==> src/rtl/nerf_pkg.sv <==
// Shared constants for the NERF board spike-counting blocks.
package nerf_pkg;

    localparam logic MODE_WINDOW = 1'b0;
    localparam logic MODE_CUMUL  = 1'b1;

    localparam int NERF_CNT_W       = 32;
    localparam int NERF_SYNC_STAGES = 2;

    function automatic int sel_width(input int n);
        return (n > 1) ? $clog2(n) : 1;
    endfunction

endpackage

==> src/rtl/spike_edge_sync.sv <==
// Synchronises one asynchronous level into clk and emits a registered one-cycle
// pulse per rising edge.
module spike_edge_sync
    import nerf_pkg::*;
#(
    parameter int SYNC_STAGES = NERF_SYNC_STAGES
) (
    input  logic clk,
    input  logic reset_global,
    input  logic d,
    output logic edge_out
);

    logic [SYNC_STAGES-1:0] r_sync;
    logic                   r_prev;
    logic                   r_edge;

    // Edge flop adds one stage so every instance has the same total latency.
    always_ff @(posedge clk or posedge reset_global) begin
        if (reset_global) begin
            r_sync <= '0;
            r_prev <= 1'b0;
            r_edge <= 1'b0;
        end else begin
            r_sync <= {r_sync[SYNC_STAGES-2:0], d};
            r_prev <= r_sync[SYNC_STAGES-1];
            r_edge <= r_sync[SYNC_STAGES-1] & ~r_prev;
        end
    end

    assign edge_out = r_edge;

endmodule

==> src/rtl/spikecnt_multi.sv <==
// Multi-channel saturating spike counter with per-window snapshots, sticky
// overflow flags and an addressed readback port.
module spikecnt_multi
    import nerf_pkg::*;
#(
    parameter  int NCH         = 2,
    parameter  int CNT_W       = NERF_CNT_W,
    parameter  int SYNC_STAGES = NERF_SYNC_STAGES,
    localparam int SEL_W       = sel_width(NCH)
) (
    input  logic                 clk,
    input  logic                 reset_global,
    input  logic                 soft_clear,
    input  logic                 slow_clk,
    input  logic                 mode,
    input  logic [NCH-1:0]       spike_in,
    input  logic [SEL_W-1:0]     rd_sel,
    output logic [CNT_W-1:0]     rd_data,
    output logic                 rd_ovf,
    output logic [NCH*CNT_W-1:0] snap_all,
    output logic                 win_tick
);

    localparam logic [CNT_W-1:0] CNT_MAX = '1;

    function automatic logic [CNT_W-1:0] sat_inc(input logic [CNT_W-1:0] v);
        return (v == CNT_MAX) ? v : v + 1'b1;
    endfunction

    logic [NCH-1:0]   w_spk_edge;
    logic             w_boundary;
    logic [CNT_W-1:0] w_snap [NCH];
    logic [NCH-1:0]   w_ovf_snap;
    logic [CNT_W-1:0] w_rd_data;
    logic             w_rd_ovf;
    logic             r_win_tick;
    logic [CNT_W-1:0] r_rd_data;
    logic             r_rd_ovf;

    // slow_clk goes through the same conditioning so boundaries align with spikes.
    spike_edge_sync #(.SYNC_STAGES(SYNC_STAGES)) u_slow_sync (
        .clk          (clk),
        .reset_global (reset_global),
        .d            (slow_clk),
        .edge_out     (w_boundary)
    );

    for (genvar k = 0; k < NCH; k++) begin : g_ch
        logic [CNT_W-1:0] r_count;
        logic [CNT_W-1:0] r_snap;
        logic             r_ovf;
        logic             r_ovf_snap;

        spike_edge_sync #(.SYNC_STAGES(SYNC_STAGES)) u_spk_sync (
            .clk          (clk),
            .reset_global (reset_global),
            .d            (spike_in[k]),
            .edge_out     (w_spk_edge[k])
        );

        // A spike coinciding with a windowed boundary seeds the new window.
        always_ff @(posedge clk or posedge reset_global) begin
            if (reset_global) begin
                r_count    <= '0;
                r_snap     <= '0;
                r_ovf      <= 1'b0;
                r_ovf_snap <= 1'b0;
            end else if (soft_clear) begin
                r_count    <= '0;
                r_snap     <= '0;
                r_ovf      <= 1'b0;
                r_ovf_snap <= 1'b0;
            end else begin
                if (w_boundary) begin
                    r_snap     <= r_count;
                    r_ovf_snap <= r_ovf;
                end
                if (w_boundary && (mode == MODE_WINDOW)) begin
                    r_count <= w_spk_edge[k] ? CNT_W'(1) : '0;
                    r_ovf   <= 1'b0;
                end else if (w_spk_edge[k]) begin
                    r_count <= sat_inc(r_count);
                    if (r_count == CNT_MAX) begin
                        r_ovf <= 1'b1;
                    end
                end
            end
        end

        assign w_snap[k]                   = r_snap;
        assign w_ovf_snap[k]               = r_ovf_snap;
        assign snap_all[k*CNT_W +: CNT_W]  = r_snap;
    end

    // Out-of-range selects fall through to zero.
    always_comb begin
        w_rd_data = '0;
        w_rd_ovf  = 1'b0;
        for (int k = 0; k < NCH; k++) begin
            if (rd_sel == SEL_W'(k)) begin
                w_rd_data = w_snap[k];
                w_rd_ovf  = w_ovf_snap[k];
            end
        end
    end

    always_ff @(posedge clk or posedge reset_global) begin
        if (reset_global) begin
            r_win_tick <= 1'b0;
            r_rd_data  <= '0;
            r_rd_ovf   <= 1'b0;
        end else begin
            r_win_tick <= w_boundary & ~soft_clear;
            r_rd_data  <= w_rd_data;
            r_rd_ovf   <= w_rd_ovf;
        end
    end

    assign win_tick = r_win_tick;
    assign rd_data  = r_rd_data;
    assign rd_ovf   = r_rd_ovf;

endmodule

==> config.mk <==
export PLATFORM = sky130hd
export DESIGN_NAME = spikecnt_multi
export DESIGN_NICKNAME = d
export VERILOG_FILES = /design/src/rtl/nerf_pkg.sv /design/src/rtl/spike_edge_sync.sv /design/src/rtl/spikecnt_multi.sv
export SDC_FILE = /design/constraint.sdc
export NUM_CORES = 1
export LEC_CHECK = 0
export BUFFER_PORTS_ARGS = -buffer_cell sky130_fd_sc_hd__buf_2
export CAP_MARGIN = 25
export CORE_MARGIN = 1.5
export CORE_UTILIZATION = 52
export DETAILED_ROUTE_END_ITERATION = 10
export PLACE_DENSITY = 0.76
export SYNTH_ARGS = -nofsm -noshare
export SYNTH_HDL_FRONTEND = slang
export SYNTH_HIERARCHICAL = 1
export SYNTH_SLANG_ARGS = --single-unit
==> constraint.sdc <==
create_clock -name clk -period 4.8 [get_ports clk]
set_clock_uncertainty 0.05 [all_clocks]
set_input_delay 0.48 -clock clk [delete_from_list [all_inputs] [get_ports clk]]
set_output_delay 0.48 -clock clk [all_outputs]
set_load 0.05 [all_outputs]
==> impl_metrics.ini <==
[logic_synthesis]
syn_area_per_cell_sq_um = 11.1
synthCells = 721
synth-seq-area-share_pct = 55.7
synth-main-ff-cell = dfrtp_1
yosys.area_share.adder_pct = 0.313
synth_nets = 731
async_flop_share_pct = 100
yosys.area_share.xor_xnor_pct = 2.52
synth_edf_count = 0
synthMuxAreaShare_pct = 13.3
synthSimpleGateAreaFrac_pct = 17.0
synth_top_family_by_area = simple AND/OR/NAND/NOR gates
synth_compound_area_share_pct = 8.09
yosys_warnings = 6
yosysUniqueCellTypes = 50
syn_area_sq_mm = 0.00800
synth.ff_latch_count = 178

[pwr]
fin_total_pwr_uw = 2960
p_int_uw = 2290
leakage_uw = 0.00443
ir_drop_mv = 0.243
p_seq_share_pct = 51.5
clkPwrFrac_pct = 44.7
power_density_mw_per_mm2 = 322
p_sw_share_pct = 22.5
combPwrFrac_pct = 3.8
switchingPower_uw = 667

[placed_design]
dpl.cell_count = 975
gp_congestion = 0.896
numPortBuffers = 105
dp_hpwl_um = 12200
pre_cts_slack_ps = 2240

[sta]
fin_crit_ps = 2680
worst_slew_pin_slew_ps = 921
final-hold-violation-count = 0
rsz0062_at_grt = false
fin_ws_ps = 2120
drv_slew = 0
fmax_mhz = 373
setup_tns_ps = 0
min_period_over_period_pct = 55.9
fin_hold_ws_ps = 109
setup_viol = 0
relSlewSlack_pct = 37.9

[global_routing]
antenna_found_initial = 0
first_global_vias = 6019
grt_overflow = 0
grt_pass1_wl_um = 31100
grt_use_total_pct = 24.3
grt_max_degree = 74

[clocking]
cts_sinks = 178
cts_tree = yes
clock_latency_ps = 430
cts_buffers = 17
post-cts-setup-buffers = 0
clockBufferDepth = 2
cts.clk_slew.worst_paths_ps = 60
htree_levels = 4
clk_root_buffer_cell = clkbuf_16

[worst_setup_path]
r2r_slack_ps = 2120
rr_startpoint = g_ch[1].r_count[0]
reg2reg_depth = 6
crit_fanout = 12
r2r_end = g_ch[1].r_count[5]
worstSetupEndpointType = flip-flop
startpoint_type = flip-flop
timing.critical_path.from = g_ch[1].r_count[0]
crit_type = reg2reg
cp.arrival_ps = 2980
critPathRequiredTime_ps = 5100
crit_end = g_ch[1].r_count[5]

[die]
coreArea_sq_mm = 0.0151
dieHeight_um = 127
die_w_um = 127
core.rowCount = 45
start_util_pct = 53.0
dieArea_sq_mm = 0.0161
top_level_ports = 106

[final_layout]
multi_input_area_sq_mm = 0.00329
drive_gt1_share_pct = 23.9
diodes = 0
fin_cells = 1008
fill_cells = 1204
seq_area_sq_mm = 0.00446
area_growth_pct = 14.8
final_nets = 818

[detailed_routing]
antenna_left = 0
dr.first_iter.drc_count = 364
drc = 0
drt-pass1-iter-count = 7
num_vias = 5976
wl_per_cell_um = 18.3
avgViaCountPerCell = 5.93
routed_wl_um = 18400

[run]
maxCapViolCount = 0

[run_status]
status = completed

[worst_hold_path]
hold_class = in2reg
[registers in the layout, indices dropped and copies added, names as in the netlist, 2 cells and up]
name	cells
rd_data	32
g_ch.u_spk_sync/r_prev	2
g_ch.r_ovf_snap	2
u_slow_sync/r_sync	2
g_ch.u_spk_sync/r_sync	4
g_ch.r_count	64
g_ch.r_ovf	2
g_ch.u_spk_sync/edge_out	2
g_ch.r_snap	64
[power by group through the flow]
stage / Combinational, uW / Clock, uW / Sequential [uW]
global route: 126 / 1400 / 1520
finish: 113 / 1320 / 1520
floorplan: 87.5 / 0 / 1550
global placement: 111 / 0 / 1550
CTS: 115 / 1340 / 1520
detailed placement: 114 / 0 / 1550
[final cells by class]
class / count / share of cell area (%)
Clock buffer: 23 / 5.20
Tap cell: 188 / 2.56
Timing Repair Buffer: 113 / 6.54
Multi-Input combinational cell: 488 / 35.9
Clock inverter: 8 / 0.872
Inverter: 10 / 0.449
Sequential cell: 178 / 48.5
[repair_timing]
| action | CTS | global route |
|---|---|---|
| resized for setup | 0 | 0 |
| hold buffers | 1 | 0 |
| hold endpoints to repair | 12 | 0 |
[cell usage after synthesis (4+ instances only)]
| library cell | number | area [sq um] |
|---|---|---|
| a211oi_1 | 6 | 45.0 |
| a21oi_1 | 29 | 145 |
| a311oi_1 | 6 | 52.6 |
| a31o_2 | 5 | 43.8 |
| a31oi_1 | 10 | 62.6 |
| a41o_1 | 6 | 60.1 |
| and2_1 | 5 | 31.3 |
| and3_1 | 8 | 50.1 |
| and4_1 | 10 | 87.6 |
| buf_1 | 5 | 18.8 |
| buf_2 | 11 | 55.1 |
| buf_6 | 4 | 45.0 |
| clkbuf_1 | 24 | 90.1 |
| dfrtp_1 | 178 | 4450 |
| inv_1 | 10 | 37.5 |
| mux2_2 | 33 | 372 |
| mux2i_1 | 69 | 691 |
| nand2_1 | 36 | 135 |
| nand3_1 | 24 | 120 |
| nand4_1 | 17 | 106 |
| nor2_1 | 107 | 402 |
| nor3_1 | 6 | 30.0 |
| nor4_1 | 4 | 25.0 |
| o21ai_0 | 19 | 95.1 |
| o31ai_1 | 6 | 45.0 |
| or3_1 | 17 | 106 |
| or4_1 | 9 | 67.6 |
| xnor2_1 | 23 | 201 |
[kinds of logic after synthesis]
family / Yosys count
AO/OA/AOI/OAI: 98
XOR/XNOR: 23
adder cells (fa/ha/maj): 2
buffers and inverters: 55
flip-flops: 178
multiplexers: 102
AND/OR/NAND/NOR: 263
[metrics by stage]
stage,area [sq um],utilization [%]
5_1_grt,9190,60.9
4_1_cts,9180,60.8
6_report,9190,60.9
3_3_place_gp,8610,57.1
2_1_floorplan,8000,-
3_5_place_dp,8610,57.1
[worst max-delay path, cell delays in order, from the launching register on]
cell     delay, ps
dfrtp_1        440
ha_1           210
and4_1         470
nand4_1        230
o21ai_0        780
o21ai_0        230
a21oi_1        190
[per-layer routing]
layer / global-route usage, % / vias up / part of all wire (%)
li1: - / 2749 / -
met1: 33.1 / 3013 / 46
met2: 37.9 / 182 / 47
met3: 5.19 / 32 / 4.7
met4: 11.0 / 0 / 2.4
met5: 0 / - / 0
[cell usage in the layout (no fill, tap or decap), types with 3 or more instances in the layout]
| cell type | n |
|---|---|
| clkbuf_8 | 3 |
| a31oi_1 | 10 |
| and4_1 | 10 |
| dfrtp_1 | 177 |
| and2_1 | 5 |
| buf_2 | 105 |
| clkbuf_1 | 3 |
| a41o_1 | 6 |
| a211oi_1 | 6 |
| xnor2_1 | 23 |
| mux2i_1 | 69 |
| nand3_1 | 24 |
| buf_4 | 6 |
| o21ai_0 | 19 |
| nand2_1 | 36 |
| nor3_1 | 6 |
| a311oi_1 | 6 |
| nor2b_4 | 3 |
| inv_1 | 9 |
| a2111oi_0 | 3 |
| or4_1 | 9 |
| clkinvlp_4 | 4 |
| or3_1 | 17 |
| mux2_2 | 33 |
| clkbuf_16 | 17 |
| o31ai_1 | 6 |
| nand4_1 | 17 |
| a31o_2 | 5 |
| nor4_1 | 4 |
| nor2_1 | 107 |
| and3_1 | 8 |
| a21oi_1 | 29 |
| nor2b_1 | 3 |
[worst min path at each step]
stage / cells past startpoint / end / startpoint
after floorplan: 1 / g_ch[0].u_spk_sync/edge_out / reset_global
after global placement: 0 / g_ch[0].u_spk_sync/r_sync[1] / g_ch[0].u_spk_sync/r_sync[0]
after detailed placement: 0 / g_ch[1].u_spk_sync/r_sync[1] / g_ch[1].u_spk_sync/r_sync[0]
after CTS: 1 / g_ch[0].u_spk_sync/r_sync[0] / spike_in[0]
after global routing: 1 / g_ch[1].u_spk_sync/r_sync[0] / spike_in[1]
final: 1 / g_ch[0].u_spk_sync/r_sync[0] / spike_in[0]
Power figures use the tool's default switching activity.
